## src/rtl/axis_drain_pkg.sv

```systemverilog
// Shared types and helpers for the AXI-Stream drain sink.
package axis_drain_pkg;

    typedef enum logic {
        IDLE = 1'b0,
        PKT  = 1'b1
    } drain_state_e;

    // Sized for the widest bus the drain supports (1024-bit data); callers zero-extend
    // their tkeep and keep only the low $clog2(DSIZE/8)+1 bits of the result.
    localparam int KEEP_MAX_W     = 128;
    localparam int KEEP_CNT_MAX_W = $clog2(KEEP_MAX_W) + 1;

    function automatic logic [KEEP_CNT_MAX_W-1:0] popcount_keep(input logic [KEEP_MAX_W-1:0] keep);
        logic [KEEP_CNT_MAX_W-1:0] cnt;
        cnt = '0;
        for (int i = 0; i < KEEP_MAX_W; i++) begin
            cnt = cnt + KEEP_CNT_MAX_W'(keep[i]);
        end
        return cnt;
    endfunction

endpackage

```

## src/rtl/axi_stream_inf.sv

```systemverilog
// AXI-Stream bundle shared by masters and slaves in this codebase.
interface axi_stream_inf #(
    parameter int DSIZE = 32
);
    logic               axis_tvalid;
    logic               axis_tready;
    logic [DSIZE-1:0]   axis_tdata;
    logic [DSIZE/8-1:0] axis_tkeep;
    logic               axis_tlast;
    logic               axis_tuser;

    modport master (
        output axis_tvalid,
        input  axis_tready,
        output axis_tdata,
        output axis_tkeep,
        output axis_tlast,
        output axis_tuser
    );

    modport slave (
        input  axis_tvalid,
        output axis_tready,
        input  axis_tdata,
        input  axis_tkeep,
        input  axis_tlast,
        input  axis_tuser
    );
endinterface

```

## src/rtl/axis_stable_checker.sv

```systemverilog
// Flags an AXIS master that changes or withdraws a beat while it is being stalled.
// Only compiled when AXIS_SLAVE_DRAIN_CHK_EN is defined.
`ifdef AXIS_SLAVE_DRAIN_CHK_EN
module axis_stable_checker
    import axis_drain_pkg::*;
#(
    parameter int DSIZE = 32
) (
    input  logic               clock,
    input  logic               rst,
    input  logic               clear,
    input  logic               tvalid,
    input  logic               tready,
    input  logic [DSIZE-1:0]   tdata,
    input  logic [DSIZE/8-1:0] tkeep,
    input  logic               tlast,
    output logic               err_stable
);

    logic               stalled_q;
    logic [DSIZE-1:0]   data_q;
    logic [DSIZE/8-1:0] keep_q;
    logic               last_q;
    logic               violation;

    // The beat offered during a stall must reappear unchanged on the following cycle.
    assign violation = stalled_q &&
                       (!tvalid || (tdata != data_q) || (tkeep != keep_q) || (tlast != last_q));

    always_ff @(posedge clock) begin
        if (rst) begin
            stalled_q <= 1'b0;
            data_q    <= '0;
            keep_q    <= '0;
            last_q    <= 1'b0;
        end else begin
            stalled_q <= tvalid && !tready;
            if (tvalid && !tready) begin
                data_q <= tdata;
                keep_q <= tkeep;
                last_q <= tlast;
            end
        end
    end

    always_ff @(posedge clock) begin
        if (rst || clear) begin
            err_stable <= 1'b0;
        end else if (violation) begin
            err_stable <= 1'b1;
        end
    end

endmodule
`endif

```

## src/rtl/axis_slave_drain.sv

```systemverilog
// Terminating AXI-Stream sink: accepts and discards beats while counting beats, packets
// and bytes. Define AXIS_SLAVE_DRAIN_CHK_EN to add the sticky stall-stability checker.
module axis_slave_drain
    import axis_drain_pkg::*;
#(
    parameter int DSIZE      = 32,
    parameter int CNT_W      = 32,
    parameter int RDY_PERIOD = 1
) (
    input  logic             clock,
    input  logic             rst,
    input  logic             enable,
    input  logic             clear,
    axi_stream_inf.slave     slaver,
    output logic [CNT_W-1:0] beat_cnt,
    output logic [CNT_W-1:0] pkt_cnt,
    output logic [CNT_W-1:0] byte_cnt,
    output logic             in_packet,
    output logic             err_stable
);

    localparam int         KEEP_W     = DSIZE / 8;
    localparam int         KEEP_CNT_W = $clog2(KEEP_W) + 1;
    localparam logic [7:0] TICK_LAST  = 8'(RDY_PERIOD - 1);

    logic [7:0]            tick;
    drain_state_e          state_q;
    drain_state_e          state_d;
    logic                  beat;
    logic [KEEP_CNT_W-1:0] byte_inc;

    assign slaver.axis_tready = enable && (tick == 8'd0);
    assign beat               = slaver.axis_tvalid && slaver.axis_tready;
    assign byte_inc           = KEEP_CNT_W'(popcount_keep(KEEP_MAX_W'(slaver.axis_tkeep)));
    assign in_packet          = (state_q == PKT);

    // Free-running throttle; ready is offered only on tick 0 of each period.
    always_ff @(posedge clock) begin
        if (rst) begin
            tick <= '0;
        end else if (tick >= TICK_LAST) begin
            tick <= '0;
        end else begin
            tick <= tick + 8'd1;
        end
    end

    always_ff @(posedge clock) begin
        if (rst) begin
            state_q <= IDLE;
        end else begin
            state_q <= state_d;
        end
    end

    // Framing follows every accepted beat, even one swallowed by a clear.
    always_comb begin
        state_d = state_q;
        case (state_q)
            IDLE:    if (beat && !slaver.axis_tlast) state_d = PKT;
            PKT:     if (beat && slaver.axis_tlast)  state_d = IDLE;
            default: state_d = IDLE;
        endcase
    end

    always_ff @(posedge clock) begin
        if (rst || clear) begin
            beat_cnt <= '0;
            pkt_cnt  <= '0;
            byte_cnt <= '0;
        end else if (beat) begin
            beat_cnt <= beat_cnt + CNT_W'(1);
            pkt_cnt  <= pkt_cnt + CNT_W'(slaver.axis_tlast);
            byte_cnt <= byte_cnt + CNT_W'(byte_inc);
        end
    end

`ifdef AXIS_SLAVE_DRAIN_CHK_EN
    axis_stable_checker #(
        .DSIZE(DSIZE)
    ) u_stable_checker (
        .clock      (clock),
        .rst        (rst),
        .clear      (clear),
        .tvalid     (slaver.axis_tvalid),
        .tready     (slaver.axis_tready),
        .tdata      (slaver.axis_tdata),
        .tkeep      (slaver.axis_tkeep),
        .tlast      (slaver.axis_tlast),
        .err_stable (err_stable)
    );

    logic unused_user;
    assign unused_user = slaver.axis_tuser;
`else
    assign err_stable = 1'b0;

    logic unused_stream;
    assign unused_stream = ^{slaver.axis_tdata, slaver.axis_tuser};
`endif

endmodule

```

## src/flat_wrapper.sv

```systemverilog
// flat-port wrapper written by rule: the top's interface ports become plain ports
module axis_slave_drain_flat import axis_drain_pkg::*;
#(
    parameter int DSIZE      = 32,
    parameter int CNT_W      = 32,
    parameter int RDY_PERIOD = 1
)
  (clock, rst, enable, clear, beat_cnt, pkt_cnt, byte_cnt, in_packet, err_stable, slaver_axis_tvalid, slaver_axis_tready, slaver_axis_tdata, slaver_axis_tkeep, slaver_axis_tlast, slaver_axis_tuser);
  axi_stream_inf #(.DSIZE(DSIZE)) slaver_i ();
  input  logic clock;
  input  logic rst;
  input  logic enable;
  input  logic clear;
  output logic [CNT_W-1:0] beat_cnt;
  output logic [CNT_W-1:0] pkt_cnt;
  output logic [CNT_W-1:0] byte_cnt;
  output logic in_packet;
  output logic err_stable;
  input wire logic [$bits(slaver_i.axis_tvalid)-1:0] slaver_axis_tvalid;
  output wire logic [$bits(slaver_i.axis_tready)-1:0] slaver_axis_tready;
  input wire logic [$bits(slaver_i.axis_tdata)-1:0] slaver_axis_tdata;
  input wire logic [$bits(slaver_i.axis_tkeep)-1:0] slaver_axis_tkeep;
  input wire logic [$bits(slaver_i.axis_tlast)-1:0] slaver_axis_tlast;
  input wire logic [$bits(slaver_i.axis_tuser)-1:0] slaver_axis_tuser;
  assign slaver_i.axis_tvalid = slaver_axis_tvalid;
  assign slaver_axis_tready = slaver_i.axis_tready;
  assign slaver_i.axis_tdata = slaver_axis_tdata;
  assign slaver_i.axis_tkeep = slaver_axis_tkeep;
  assign slaver_i.axis_tlast = slaver_axis_tlast;
  assign slaver_i.axis_tuser = slaver_axis_tuser;
  axis_slave_drain #(.DSIZE(DSIZE), .CNT_W(CNT_W), .RDY_PERIOD(RDY_PERIOD)) u_core (.clock(clock), .rst(rst), .enable(enable), .clear(clear), .slaver(slaver_i), .beat_cnt(beat_cnt), .pkt_cnt(pkt_cnt), .byte_cnt(byte_cnt), .in_packet(in_packet), .err_stable(err_stable));
endmodule
```

## config.mk

```make
export PLATFORM = sky130hd
export DESIGN_NAME = axis_slave_drain_flat
export DESIGN_NICKNAME = d
export VERILOG_FILES = /design/src/rtl/axis_drain_pkg.sv /design/src/rtl/axi_stream_inf.sv /design/src/rtl/axis_stable_checker.sv /design/src/rtl/axis_slave_drain.sv /design/src/flat_wrapper.sv
export SDC_FILE = /design/constraint.sdc
export NUM_CORES = 1
export LEC_CHECK = 0
export ABC_AREA = 1
export CAP_MARGIN = 20
export CORE_ASPECT_RATIO = 1.1
export CORE_MARGIN = 2
export CORE_UTILIZATION = 38
export CTS_BUF_LIST = sky130_fd_sc_hd__clkbuf_4 sky130_fd_sc_hd__clkbuf_8
export CTS_CLUSTER_DIAMETER = 200
export DETAILED_ROUTE_END_ITERATION = 10
export PLACE_DENSITY = 0.66
export SLEW_MARGIN = 40
export SYNTH_ARGS = -nofsm -noshare
export SYNTH_HDL_FRONTEND = slang
export SYNTH_HIERARCHICAL = 1
export SYNTH_SLANG_ARGS = --single-unit
```

## constraint.sdc

```tcl
create_clock -name clock -period 4.2 [get_ports clock]
set_input_delay 0.42 -clock clock [delete_from_list [all_inputs] [get_ports clock]]
set_output_delay 0.42 -clock clock [all_outputs]
set_load 0.05 [all_outputs]
```

# Yosys cells after proc, flatten, opt, wreduce, memory -nomap -nowiden
# Cells that the tools add are included.
[op_classes] addsub=7 magnitude_cmp=1 n_mux=3 bitwise=1 n_reduce_logical=8
[ops] operator="adder 32 x 1 -> 32 bit" count=1
[ops] operator="adder 32 x 1 -> 32 bit (second input constant)" count=1
[ops] operator="adder 32 x 3 -> 32 bit" count=1
[ops] operator="adder 8 x 1 -> 8 bit (second input constant)" count=1
[ops] operator=">= comparator 8 x 1 -> 1 bit (second input constant)" count=1
[ops] operator="logical NOT 8 bit" count=1
[ops] operator="adder 3 x 1 -> 3 bit" count=2
[ops] operator="logical AND 1 bit" count=4
[ops] operator="adder 1 x 1 -> 2 bit" count=1
[ops] operator="2-to-1 mux 1 bit" count=2
[ops] operator="case mux 1 bit (2 select lines)" count=1
[ops] operator="OR reduction 2 bit" count=1
[ops] operator="logical NOT 1 bit" count=1
[ops] operator="logical OR 1 bit" count=1
[ops] operator="NOT 1 bit" count=1
[totals] register_bits=105 output_inout_bits=99 word_cells=25

# Depth between registers and ports, before layout
# Gate-level depths: netlist of the first run.
[logic_depth] ltp_word=6 mapped_depth=15 mapped_depth_nobuf=15

# Least setup slack after synthesis of the first run
# Ideal clock, no wire load.
[synth_path] path_type="reg2reg" start="register u_core.byte_cnt[0]" end="register u_core.byte_cnt[26]" setup_time_ns=0.110 t_arrival_ns=2.485 t_required_ns=4.090 path_slack_ns=1.605 stages_incl_launch_ff=15 n_path_buf=0 synth_period_minus_slack_ns=2.595 path_cell_list="dfxtp_1 > fa_1 > inv_1 > fa_1 > inv_1 > fa_1 > inv_1 > nor2_4 > nand2_2 > nor2_4 > inv_2 > nor2_4 > nand3_1 > nand2_1 > nor2_1"
[synth_between] elab_chain_cells=1
[synth_rtl] item="start: declaration" line="axis_slave_drain.sv:17" text="output logic [CNT_W-1:0] byte_cnt,"
[synth_rtl] item="start signal: assignment" line="axis_slave_drain.sv:74" text="byte_cnt <= byte_cnt + CNT_W'(byte_inc);"
[synth_rtl] item="adder 32 x 3 -> 32 bit" line="axis_slave_drain.sv:74"
# No other way between the ends.
# A chain may end at the register's enable or synchronous reset.

# Worst setup path after layout of the first run
[layout_path] start="input slaver_axis_tkeep[0]" end="register u_core.byte_cnt[26]"
[layout_between] elab_chain_cells=4
[layout_rtl] item="start: declaration" line="flat_wrapper.sv:22" text="input wire logic [$bits(slaver_i.axis_tkeep)-1:0] slaver_axis_tkeep;"
[layout_rtl] item="adder 1 x 1 -> 2 bit" line="axis_drain_pkg.sv:18" text="cnt = cnt + KEEP_CNT_MAX_W'(keep[i]);"
[layout_rtl] item="adder 3 x 1 -> 3 bit (2 in series)" line="axis_drain_pkg.sv:18"
[layout_rtl] item="adder 32 x 3 -> 32 bit" line="axis_slave_drain.sv:74"
# No other way between the ends.

==> results of run 1 <==
-- cell families after synthesis --
group	synth area share
buf+inv	0.0921
simple gates	0.384
compound gates	0.102
other cells	0.000725
xor+xnor	0.0254
fa+ha+maj	0.0213
flops	0.375
-- registers in the layout, summed over array words and instances, names as in the netlist, named ones only --
name	count
u_core/byte_cnt	32
u_core/beat_cnt	32
u_core/pkt_cnt	32
-- how the worst max path moves through the flow --
| stage | to | cells past startpoint |
|---|---|---|
| final | u_core/byte_cnt[26] | 15 |
| after global routing | u_core/byte_cnt[26] | 16 |
| after CTS | u_core/byte_cnt[26] | 16 |
| after detailed placement | u_core/byte_cnt[26] | 15 |
| after global placement | u_core/byte_cnt[26] | 15 |
| after floorplan | u_core/byte_cnt[26] | 14 |
-- cell type report --
class,instances,area share
sequential,97,0.295
timing repair buffer,109,0.165
clock buffer,12,0.0232
inverter,107,0.0612
tap,184,0.0350
multi-input combinational,567,0.420
clock inverter,1,0.000760
-- per-layer routing --
layer / GRT usage / vias up / routed length [um]
met5: 0 / - / 0
met4: 0.0581 / 0 / 183
met3: 0.0387 / 13 / 542
met2: 0.303 / 106 / 5930
met1: 0.234 / 2275 / 6350
li1: - / 2697 / -
-- worst register-to-register path: cells and delay by family, from the launching register on --
kind / cells / cell delay, ns
simple gates: 7 / 0.75
buf+inv: 4 / 0.31
flops: 1 / 0.35
fa+ha+maj: 3 / 1.08
-- Yosys cell counts --
cell      instances
nor3b_1           3
o21ai_1           4
nand3_1          55
clkinv_2          1
o21bai_1          8
buf_4             2
and2_1            2
a21oi_1          40
conb_1            1
nor2_2           12
nand2_1         174
clkbuf_1          9
o21ba_2           1
and3_1            2
nand4_1          15
nor2_1          148
nor4_1            1
buf_6             1
xnor2_1           6
xor2_1            9
nand3_2           2
nor2_4            9
ha_1              4
nor3_2            2
o21ai_0          31
dfxtp_1          97
or2_2             1
inv_2             2
nor3_1           16
nand3b_1          2
a211oi_1          1
buf_2             2
nand2_2           4
buf_1             1
fa_1              3
o21a_1            8
nand3b_2          1
a31oi_1           2
inv_1           104
-- metrics by stage --
step                      cells  hold slack, ns   util
after floorplan             786           0.498      -
after global placement     1064           0.477  0.484
after detailed placement   1064           0.477  0.484
after CTS                  1077           0.491  0.496
after global routing       1077           0.519  0.496
final                      1077           0.487  0.496
-- power groups by stage --
stage	Combinational [uW]	Clock [uW]	Sequential (uW)
2_1_floorplan	47.2	0	955
4_1_cts	83.6	567	924
3_3_place_gp	82.4	0	946
3_5_place_dp	83.3	0	946
5_1_grt	93.0	600	925
6_report	82.8	543	924
==> results by group, run 1 <==
Timing
  – Worst Skew: 0.00914 ns
  – Final hold violation count: 0
  – Worst rel slew slack: 0.463
  – Period utilisation layout: 0.635
  – Final critical-path required period: 2.67 ns
  – Setup_tns: 0 ns
  – Setup violators final: 0
  – Slew @ Worst Pin: 0.805 ns
  – RSZ-0062 raised after global routing: no
  – Max-slew violations: 0
  – Worst setup margin: 1.53 ns
  – Max frequency: 375 MHz

Layout
  – Most frequent cells in the layout: 174 x nand2_1, 147 x nor2_1, 107 x clkdlybuf4s50_1, 104 x inv_1, 97 x dfxtp_1
  – Total Nets Final: 941
  – Share of post-route cells with drive strength above 1: 0.0571
  – Area delta synth->final: 27.2%
  – Most common cell after layout, fill and taps aside: nand2_1
  – FF+latch area: 1940 um2
  – Multi-input logic area: 2760 um2
  – Final Instance Area: 6580 um2
  – Filler cell count: 1346
  – Ant. Diodes: 0

Synth
  – Syn nets: 836
  – #FFs+latches synth: 97
  – Area fraction of the dominant cell type after synthesis: 0.375
  – Part of the Yosys area used for sequential elements: 0.375
  – Syn_area_per_cell: 6.58 um2
  – Synth area leader: dfxtp_1
  – Synth Cell Area: 5170 um2
  – Top cells by area, synth: dfxtp_1 38%, nand2_1 13%, nor2_1 11%
  – Distinct cells, synth: 39
  – Synth Instances: 786
  – Yosys warning count: 6

Critical path
  – Worst r2r src: u_core/byte_cnt[0]
  – CP cell instances: clkdlybuf4s50_1 > fa_1 > inv_1 > fa_1 > inv_1 > fa_1 > inv_1 > nor2_4 > nand2_2 > nor2_4 > inv_2 > nor2_4 > nand3_1 > nand2_1 > nor2_1
  – Critical path capture point type: flop
  – Buf+Inv Stages, Crit Path: 5
  – CP max stage delay: 0.51 ns
  – CP startpoint kind: primary input
  – Flop-to-flop setup slack: 1.64 ns
  – Arrival time worst endpoint: 2.95 ns
  – Largest delay share family, worst path: adder cells
  – Worst r2r path cells: 14
  – Slowest cell on the critical path: fa_1
  – Crit-path max FO: 5
  – Critical Path Source: slaver_axis_tkeep[0]
  – Worst Path Required: 4.48 ns
  – Crit Path Category: primary input to flop
  – Reg2Reg Capture Point: u_core/byte_cnt[26]

Global routing
  – Initial antenna violation count: 0
  – GRT Total Usage: 0.182
  – Grt ovf: 0
  – First-pass GRT wire length: 21.3 mm
  – Vias in the first global route: 4451
  – Largest net degree at the start of global routing: 57

Detailed routing
  – Initial DRC count: 298
  – # DRC: 0
  – Routed WL: 13.0 mm
  – Drt wl/cell: 12.1 um
  – Via density: 4.73
  – Routed via count: 5091
  – First-pass detailed-route iteration total: 5
  – Antenna Violating Nets Remaining: 0

Pwr
  – Sw frac: 0.236
  – Max VDD drop: 0.000115 V
  – Part of the power in combinational logic: 0.053
  – Clock Power Share: 0.350
  – Pwr Total: 1550 uW
  – Flop pwr share: 0.596
  – P_sw: 366 uW
  – P_leak: 0.00222 uW
  – Internal: 1180 uW
  – P per Cell Area: 235 nW/um2

Clocking
  – CTS tree: done
  – Max Root-Sink Buffers: 2
  – Num CTS Buffers: 9
  – CTS root buf: clkbuf_8
  – H-tree levels: 3
  – Post_cts resized: 0
  – Post-CTS Setup Bufs: 0
  – Clock latency on the worst-skew pair: 0.37 ns
  – Number of clock sinks: 97
  – Hold_buf cts: 0
  – Worst-path clk slew: 0.09 ns

Hold path
  – WHS Endpoint: u_core/byte_cnt[7]
  – Min-Delay Path Class: flop to flop
  – Hold Path Depth: 2
  – Hold_sp: u_core/byte_cnt[7]

Place
  – DP Worst Slack: 1.15 ns
  – Dpl hpwl: 9.55 mm
  – Quantity of I/O buffers inserted on ports: 107
  – Placer Congestion: 0.813
  – Placed instance area: 6420 um2

Floorplan
  – Top Ports: 142
  – Die area: 14600 um2
  – Cell row count: 44
  – Initial Utilization: 0.390
  – Die width: 115 um
  – Die Span Y: 126 um
  – Core Area: 13300 um2

Job
  – Max-cap violations: 0

Outcome
  – Status: complete, no violations
No activity file was read; power rests on OpenSTA's default activity.
==> run 2, diff against run 1 <==
--- a/config.mk
+++ b/config.mk
@@ -13,7 +13,7 @@
 export CTS_BUF_LIST = sky130_fd_sc_hd__clkbuf_4 sky130_fd_sc_hd__clkbuf_8
 export CTS_CLUSTER_DIAMETER = 200
 export DETAILED_ROUTE_END_ITERATION = 10
-export PLACE_DENSITY = 0.66
+export PLACE_DENSITY = 0.68
 export SLEW_MARGIN = 40
 export SYNTH_ARGS = -nofsm -noshare
 export SYNTH_HDL_FRONTEND = slang
==> constraint.sdc (replaced) <==
create_clock -name clock -period 2.32 [get_ports clock]
set_input_delay 0.232 -clock clock [delete_from_list [all_inputs] [get_ports clock]]
set_output_delay 0.232 -clock clock [all_outputs]
set_load 0.05 [all_outputs]
==> results by group, run 2 (synthesized netlist as in run 1, its figures left out) <==
Layout
  – Area delta synth->final: 30.5% (was 27.2%)
  – Regs by FF count: u_core/beat_cnt (32), u_core/byte_cnt (32), u_core/pkt_cnt (32) (unchanged)
  – Ant. Diodes: 0 (unchanged)
  – Final Instance Area: 6750 um2 (was 6580 um2)
  – Total Nets Final: 955 (was 941)
  – Most frequent cells in the layout: 172 x nand2_1, 146 x nor2_1, 107 x clkdlybuf4s50_1, 102 x inv_1, 96 x dfxtp_1 (was 174 x nand2_1, 147 x nor2_1, 107 x clkdlybuf4s50_1, 104 x inv_1, 97 x dfxtp_1)
  – Most common cell after layout, fill and taps aside: nand2_1 (unchanged)
  – Share of post-route cells with drive strength above 1: 0.0857 (was 0.0571)
  – Layout Utilization: 0.509 (was 0.496)

Floorplan
  – Initial Utilization: 0.390 (unchanged)
  – Die area: 14600 um2 (unchanged)
  – Cell row count: 44 (unchanged)
  – Top Ports: 142 (unchanged)
  – Core Area: 13300 um2 (unchanged)
  – Die width: 115 um (unchanged)
  – Die Span Y: 126 um (unchanged)

Clocking
  – Num CTS Buffers: 9 (unchanged)
  – Worst-path clk slew: 0.10 ns (was 0.09 ns)
  – CTS tree: done (unchanged)
  – H-tree levels: 3 (unchanged)
  – Clock latency on the worst-skew pair: 0.38 ns (was 0.37 ns)
  – Hold_buf cts: 0 (unchanged)
  – CTS root buf: clkbuf_8 (unchanged)
  – Max Root-Sink Buffers: 2 (unchanged)
  – Number of clock sinks: 97 (unchanged)

Critical path
  – Slowest cell on the critical path: fa_1 (unchanged)
  – Crit-path max FO: 3 (was 5)
  – Critical Path Source: u_core/byte_cnt[0] (was slaver_axis_tkeep[0])
  – CP startpoint kind: flop (was primary input)
  – Crit Path Category: flop to flop (was primary input to flop)
  – Arrival time worst endpoint: 2.64 ns (was 2.95 ns)
  – CP max stage delay: 0.47 ns (was 0.51 ns)
  – Worst Path Required: 2.59 ns (was 4.48 ns)
  – CP cell instances: fa_1 > inv_1 > fa_2 > inv_2 > fa_2 > inv_2 > nor2_4 > nand2_2 > nor2_4 > buf_4 > nand3_1 > xor2_1 > nor2_1 (was clkdlybuf4s50_1 > fa_1 > inv_1 > fa_1 > inv_1 > fa_1 > inv_1 > nor2_4 > nand2_2 > nor2_4 > inv_2 > nor2_4 > nand3_1 > nand2_1 > nor2_1)
  – Worst r2r src: u_core/byte_cnt[0] (unchanged)
  – Critical path capture point type: flop (unchanged)

Timing
  – Final critical-path required period: 2.37 ns
  – Max-slew violations: 0 (unchanged)
  – Worst rel slew slack: 0.619 (was 0.463)
  – Final hold violation count: 0 (unchanged)
  – Setup violators final: 4 (was 0)
  – RSZ-0062 raised after global routing: yes (was no)
  – Final hold slack: 0.487 ns (about the same)
  – Period utilisation layout: 1.02
  – Worst setup margin: -0.0530 ns (was 1.53 ns)
  – Worst Skew: 0.0107 ns (was 0.00914 ns)
  – Slew @ Worst Pin: 0.570 ns (was 0.805 ns)
  – Max frequency: 421 MHz

Place
  – Dpl hpwl: 9.73 mm (was 9.55 mm)
  – Placed instance area: 6530 um2 (was 6420 um2)
  – DP Worst Slack: -0.443 ns (was 1.15 ns)
  – Placer Congestion: 0.819 (was 0.813)
  – Quantity of I/O buffers inserted on ports: 107 (unchanged)

Detailed routing
  – # DRC: 0 (unchanged)
  – Via density: 4.77 (was 4.73)
  – Initial DRC count: 357 (was 298)
  – Routed via count: 5222 (was 5091)
  – First-pass detailed-route iteration total: 5 (unchanged)
  – Routed WL: 13.3 mm (was 13.0 mm)
  – Antenna Violating Nets Remaining: 0 (unchanged)
  – Drt wl/cell: 12.2 um (was 12.1 um)

Pwr
  – Internal: 2160 uW (was 1180 uW)
  – Part of the power in combinational logic: 0.057 (was 0.053)
  – Max VDD drop: 0.000206 V (was 0.000115 V)
  – Clock Power Share: 0.362 (was 0.350)
  – P_leak: 0.00230 uW (was 0.00222 uW)
  – Sw frac: 0.250 (was 0.236)
  – P per Cell Area: 426 nW/um2 (was 235 nW/um2)
  – Flop pwr share: 0.582 (was 0.596)
  – P_sw: 720 uW (was 366 uW)

Outcome
  – Violated checks: setup timing
  – Status: finished, violations left (was complete, no violations)

Hold path
  – Min-Delay Path Class: primary input to flop (was flop to flop)
  – Hold_sp: rst (was u_core/byte_cnt[7])

Global routing
  – Initial antenna violation count: 0 (unchanged)
  – Largest net degree at the start of global routing: 57 (unchanged)
  – Vias in the first global route: 4706 (was 4451)
  – First-pass GRT wire length: 22.0 mm (was 21.3 mm)
  – GRT Total Usage: 0.186 (was 0.182)
  – Grt ovf: 0 (unchanged)

Job
  – Max-cap violations: 0 (unchanged)
## run 2: final timing paths
check | to | slack (ns) | depth (start not counted)
hold reg to reg | u_core/byte_cnt[7] | 0.50 | 2
setup reg to reg | u_core/byte_cnt[24] | -0.05 | 13
setup / recovery | u_core/byte_cnt[24] | -0.05 | 13
hold / removal | flop | 0.49 | 2
## run 2: worst max-delay path: cells and delay by family, from the launching register on
kind	cells	cell delay, ns
flip-flops	1	0.36
XOR/XNOR	1	0.14
AND/OR/NAND/NOR	5	0.47
buffers and inverters	4	0.31
adder cells (fa/ha/maj)	3	1.00
## run 2: through the flow
step | setup TNS (ns) | instances | power [uW]
floorplan | -0.0144 | 786 | 1820
global placement | -7.64 | 1075 | 1870
detailed placement | -8.22 | 1075 | 1880
CTS | -0.161 | 1092 | 2930
global route | -1.03 | 1094 | 3000
finish | -0.123 | 1094 | 2880
## run 2: what timing repair did
item / in CTS / in global routing
endpoints found under the setup margin: 2 / 15
pin swaps: 4 / 4
hold endpoints to repair: 0 / 0
setup buffers: 1 / 2
gates resized for setup: 0 / 7
gates cloned: 0 / 0
## run 2: layout make-up
class	instances	area (um2)
Tap cell	184	230
Inverter	107	405
Timing Repair Buffer	123	1200
Sequential cell	97	1950
Clock buffer	11	145
Multi-Input combinational cell	567	2790
Clock inverter	5	31.3
Fill cell	1323	6520
## run 2: power by group through the flow
stage | Clock [uW] | Combinational (uW) | Sequential [uW]
6_report | 1040 | 163 | 1670
3_5_place_dp | 0 | 163 | 1710
3_3_place_gp | 0 | 163 | 1710
5_1_grt | 1150 | 181 | 1670
4_1_cts | 1090 | 163 | 1670
2_1_floorplan | 0 | 88.0 | 1730
## run 2: metal layers
layer / share of wire / track usage / up-vias
met5: 0 / 0 / -
li1: - / - / 2715
met3: 0.045 / 0.0296 / 15
met2: 0.47 / 0.305 / 129
met1: 0.46 / 0.245 / 2363
met4: 0.018 / 0.0687 / 0
==> variant 1, RTL diff (flow settings as in run 2) <==
`DSIZE` is set to 32 in 3 places; all go to 64.
--- a/src/rtl/axi_stream_inf.sv
+++ b/src/rtl/axi_stream_inf.sv
@@ -1,5 +1,5 @@
 // AXI-Stream bundle shared by masters and slaves in this codebase.
 interface axi_stream_inf #(
-    parameter int DSIZE = 32
+    parameter int DSIZE = 64
 );
     logic               axis_tvalid;
--- a/src/rtl/axis_slave_drain.sv
+++ b/src/rtl/axis_slave_drain.sv
@@ -4,5 +4,5 @@
     import axis_drain_pkg::*;
 #(
-    parameter int DSIZE      = 32,
+    parameter int DSIZE      = 64,
     parameter int CNT_W      = 32,
     parameter int RDY_PERIOD = 1
--- a/src/flat_wrapper.sv
+++ b/src/flat_wrapper.sv
@@ -2,5 +2,5 @@
 module axis_slave_drain_flat import axis_drain_pkg::*;
 #(
-    parameter int DSIZE      = 32,
+    parameter int DSIZE      = 64,
     parameter int CNT_W      = 32,
     parameter int RDY_PERIOD = 1
Ports: changed (resized slaver_axis_tdata and slaver_axis_tkeep); port bits go from 142 to 178. The function was not compared with the original's and may differ.
==> variant 1 against run 2 <==
The run still ends with negative setup slack left. Synthesized area up 12%. Worst setup slack worse by 1.1 ns. Critical path depth up 2. Global-route usage up 1.9 points. Sequential cell count unchanged. Routed wire length up 21%. Design area up 15%. Critical path type unchanged. Largest cell class unchanged. Highest routed layer unchanged.
Power is not compared: it rests on default switching activity, and its combinational part moved more than twofold at a synthesized area within 25%.
==> variant 1: results (changes against run 2) <==
Placed design
  – Input/output buffers: 111 (was 107)

Yosys
  – Largest cells by area after synthesis: dfxtp_1, nand2_1, nor2_1 (unchanged)
  – Netlist cell types: 41 (was 39)
  – Synth cell count leaders: nand2_1, nor2_1, dfxtp_1 (was nand2_1, nor2_1, inv_1)
  – Syn nets: 1015 (was 836)
  – Post-Synth XOR/XNOR Area: 1.667% (was 2.539%)
  – Synthesized-area fraction occupied by adder cells: 3.681% (was 2.128%)
  – Mapped Cells: 922 (was 786)
  – Compound-Gate Fraction of Synth Area: 8.640% (was 10.15%)

Worst setup path
  – Worst Reg2Reg Path Length in Cells: 15 (was 13)

Layout
  – Cell Count, Final, Fillers Out: 1261 (was 1094)
  – Fin nets: 1156 (was 955)

Routing
  – DRT met1 WL: 7487 microns (was 6183 microns)
  – First-iteration detailed-routing DRC count: 374 (was 357)
  – Vias post-DR: 6117 (was 5222)

STA
  – Fin worst setup slack: -1.144 ns (was -0.05300 ns)
  – Worst Skew: 0.009347 ns (was 0.01067 ns)
  – Relative slew slack: 64.23% (was 61.90%)
  – Final setup viols: 32 (was 4)

Hold path
  – Hold Crit Start: slaver_axis_tlast (was rst)

GRT
  – First-pass GRT wire length: 26680 microns (was 22030 microns)
  – Total track usage: 20.45% (was 18.57%)
  – Vias in the first global route: 5561 (was 4706)
  – Grt met3 use: 3.253% (was 2.962%)
  – Grt met1 use: 27.02% (was 24.52%)

Run status
  – Failing checks: negative setup slack (unchanged)
  – Status: finished, violations left (unchanged)
## variant 1: changes by cell type after synthesis, sizes merged, moves of 3 or more
cell	change
nand3	-18
nor2	+42
ha	+5
o21bai	-3
nor3	-8
inv	-10
a21oi	+9
nand3b	+9
o21ai	-3
nand2	+122
o21a	-5
## variant 1: final cells by class
| type | count | area (sq um) | share of cell area, % |
|---|---|---|---|
| Clock buffer | 12 | 152.6 | 1.965 |
| Clock inverter | 1 | 5.005 | 0.06443 |
| Inverter | 97 | 369.1 | 4.752 |
| Multi-Input combinational cell | 711 | 3633 | 46.78 |
| Sequential cell | 97 | 1946 | 25.05 |
| Tap cell | 196 | 245.2 | 3.157 |
| Timing Repair Buffer | 147 | 1416 | 18.23 |
## variant 1: repair_timing
action                     4_1_cts  5_1_grt
resized for setup               27       25
setup endpoints to repair       32       32
setup buffers                    7        7
pin swaps                       15       17
==> variant 2, RTL diff (flow settings as in run 2) <==
Made on the original files. Register the output `beat_cnt` once more, without a reset; this adds one clock of latency there. The other outputs are not delayed to match.
--- a/src/rtl/axis_slave_drain.sv
+++ b/src/rtl/axis_slave_drain.sv
@@ -23,4 +23,6 @@
     localparam int         KEEP_CNT_W = $clog2(KEEP_W) + 1;
     localparam logic [7:0] TICK_LAST  = 8'(RDY_PERIOD - 1);
+
+    logic [CNT_W-1:0] beat_cnt_s0;
 
     logic [7:0]            tick;
@@ -66,9 +68,9 @@
     always_ff @(posedge clock) begin
         if (rst || clear) begin
-            beat_cnt <= '0;
+            beat_cnt_s0 <= '0;
             pkt_cnt  <= '0;
             byte_cnt <= '0;
         end else if (beat) begin
-            beat_cnt <= beat_cnt + CNT_W'(1);
+            beat_cnt_s0 <= beat_cnt_s0 + CNT_W'(1);
             pkt_cnt  <= pkt_cnt + CNT_W'(slaver.axis_tlast);
             byte_cnt <= byte_cnt + CNT_W'(byte_inc);
@@ -100,4 +102,8 @@
 `endif
 
+    always_ff @(posedge clock) begin
+        beat_cnt <= beat_cnt_s0;
+    end
+
 endmodule
 
Behaviour: not the same (a bounded check fails within 4 cycles, from zero or initial values and one cycle with rst high).
==> variant 2 against run 2 <==
The flow still finishes with violations (negative setup slack). Design area up 17%. Largest power group unchanged. Combinational power up 9%. Worst setup slack worse by 0.16 ns. Sequential power up 33%. Critical path type unchanged. Power up 59%. Via count up 7.5%. Routed wire length up 12%. Synthesized area up 12%. Sequential cell count up 32.
==> variant 2: results (changes against run 2) <==
GRT
  – Total track usage: 18.97% (was 18.57%)
  – Largest net degree at the start of global routing: 30 (was 57)
  – First-pass GRT wire length: 24560 microns (was 22030 microns)
  – Vias in the first global route: 5170 (was 4706)

Clock tree
  – Htree depth: 4 (was 3)
  – CTS buffer count: 17 (was 9)
  – Clock-pin slew on the worst setup and hold paths: 0.08 ns (was 0.10 ns)
  – Clock Latency Late Sink: 0.44 ns (was 0.38 ns)

STA
  – Worst Skew: 0.01048 ns (was 0.01067 ns)
  – Fin worst setup slack: -0.2098 ns (was -0.05300 ns)
  – Final setup viols: 25 (was 4)

Routing
  – DR WL/cell: 12.54 microns (was 12.20 microns)
  – First-iteration detailed-routing DRC count: 352 (was 357)
  – Routed wire length: 14940 microns (was 13340 microns)
  – Vias post-DR: 5613 (was 5222)

Power
  – Max rail drop VDD: 0.0002615 V (was 0.0002061 V)
  – Pleak: 2.928 nW (was 2.299 nW)

Yosys
  – Syn_area_per_cell: 6.879 sq um (was 6.584 sq um)
  – Largest cells by area after synthesis: dfxtp_1, nand2_1, nor2_1 (unchanged)
  – Netlist cell types: 31 (was 39)
  – Seq/Total Area, Yosys: 44.48% (was 37.52%)
  – Synth cell count leaders: nand2_1, nor2_1, dfxtp_1 (was nand2_1, nor2_1, inv_1)
  – Syn nets: 894 (was 836)

Layout
  – Fin nets: 1032 (was 955)
  – Layout cells sized above 1: 11.26% (was 8.571%)

Worst setup path
  – CP max stage delay: 0.52 ns (was 0.47 ns)
  – Critical path fanouts, max: 5 (was 3)
  – Crit path DAT: 2.87 ns (was 2.64 ns)

Placed design
  – Placed instance count: 1148 (was 1075)
  – Placed cell areas: 7208 sq um (was 6529 sq um)
  – Placer Congestion: 0.8625 (was 0.8190)
  – DP HPWL: 10670 microns (was 9726 microns)

Run status
  – Failing checks: negative setup slack (unchanged)
  – Status: finished, violations left (unchanged)

Hold path
  – Min-Delay Path Class: reg -> reg (was in -> reg)
[variant 2: cell types whose count changed in the layout (fill, tap and decap cells not counted), moves of 8 or more]
cell and change:
dfxtp_1 +32, nand2_1 +22, nor2_1 +20, nand4_1 +12, buf_6 +8, clkbuf_8 +8
[variant 2: logic make-up (layout without fill, tap and decap cells)]
kind of cell	count (synthesis)	in the layout	share of synthesized area [%]
flops	129	129	44.48
xor+xnor	10	10	1.509
fa+ha+maj	7	7	1.897
buf+inv	121	272	8.190
simple gates	499	499	36.92
compound gates	77	77	6.940
other cells	1	1	0.06459
[variant 2: worst paths after layout]
check | startpoint | endpoint | depth (start not counted)
worst max-delay path | u_core/byte_cnt[0] | u_core/byte_cnt[16] | 13
worst min-delay path | u_core/beat_cnt_s0[31] | u_core/beat_cnt[31] | 0
worst max register to register | u_core/byte_cnt[0] | u_core/byte_cnt[16] | 13
worst min register to register | u_core/beat_cnt_s0[31] | u_core/beat_cnt[31] | 0
[variant 2: stage by stage]
stage / util, % / hold WS, ns / power, W / setup TNS [ns]
global placement: 48.07 / 0.3634 / 0.002436 / -11.37
finish: 52.78 / 0.3880 / 0.004561 / -1.783
global route: 52.78 / 0.3920 / 0.004746 / -5.332
floorplan: - / 0.3105 / 0.002376 / -0.1352
CTS: 51.91 / 0.3617 / 0.004618 / -1.779
detailed placement: 48.07 / 0.3728 / 0.002439 / -12.34
[variant 2: layout make-up]
class / instances / area, sq um / area share (%)
Timing Repair Buffer: 134 / 1304 / 16.47
Inverter: 106 / 397.9 / 5.027
Sequential cell: 129 / 2586 / 32.67
Multi-Input combinational cell: 594 / 2929 / 37.01
Clock inverter: 14 / 205.2 / 2.592
Tap cell: 196 / 245.2 / 3.098
Clock buffer: 18 / 247.7 / 3.130
[variant 2: worst max-delay path: cells and delay by family (launching register included)]
family | cells | cell delay, ns
adder cells (fa/ha/maj) | 3 | 1.07
AND/OR/NAND/NOR | 5 | 0.47
buffers and inverters | 4 | 0.36
flip-flops | 1 | 0.36
AO/OA/AOI/OAI | 1 | 0.16
[variant 2: per-layer routing]
layer  routed length (microns)  global-route usage, %
met2                      7228                  31.56
met5                         0                      0
met3                       716                  4.366
met1                      6788                  24.01
met4                       206                  6.641
[variant 2: report_power, final]
part | total [W] | switching [W] | internal [W]
logic | 0.000177 | 0.000112 | 0.0000657
clock network | 0.00216 | 0.000946 | 0.00121
registers | 0.00222 | 0.00000552 | 0.00222
[variant 2: repair_timing]
action,CTS,global route
buffers inserted,5,6
pin swaps,11,13
gates cloned,1,0
hold buffers,0,0
setup endpoints to repair,20,29
gates resized for setup,22,27
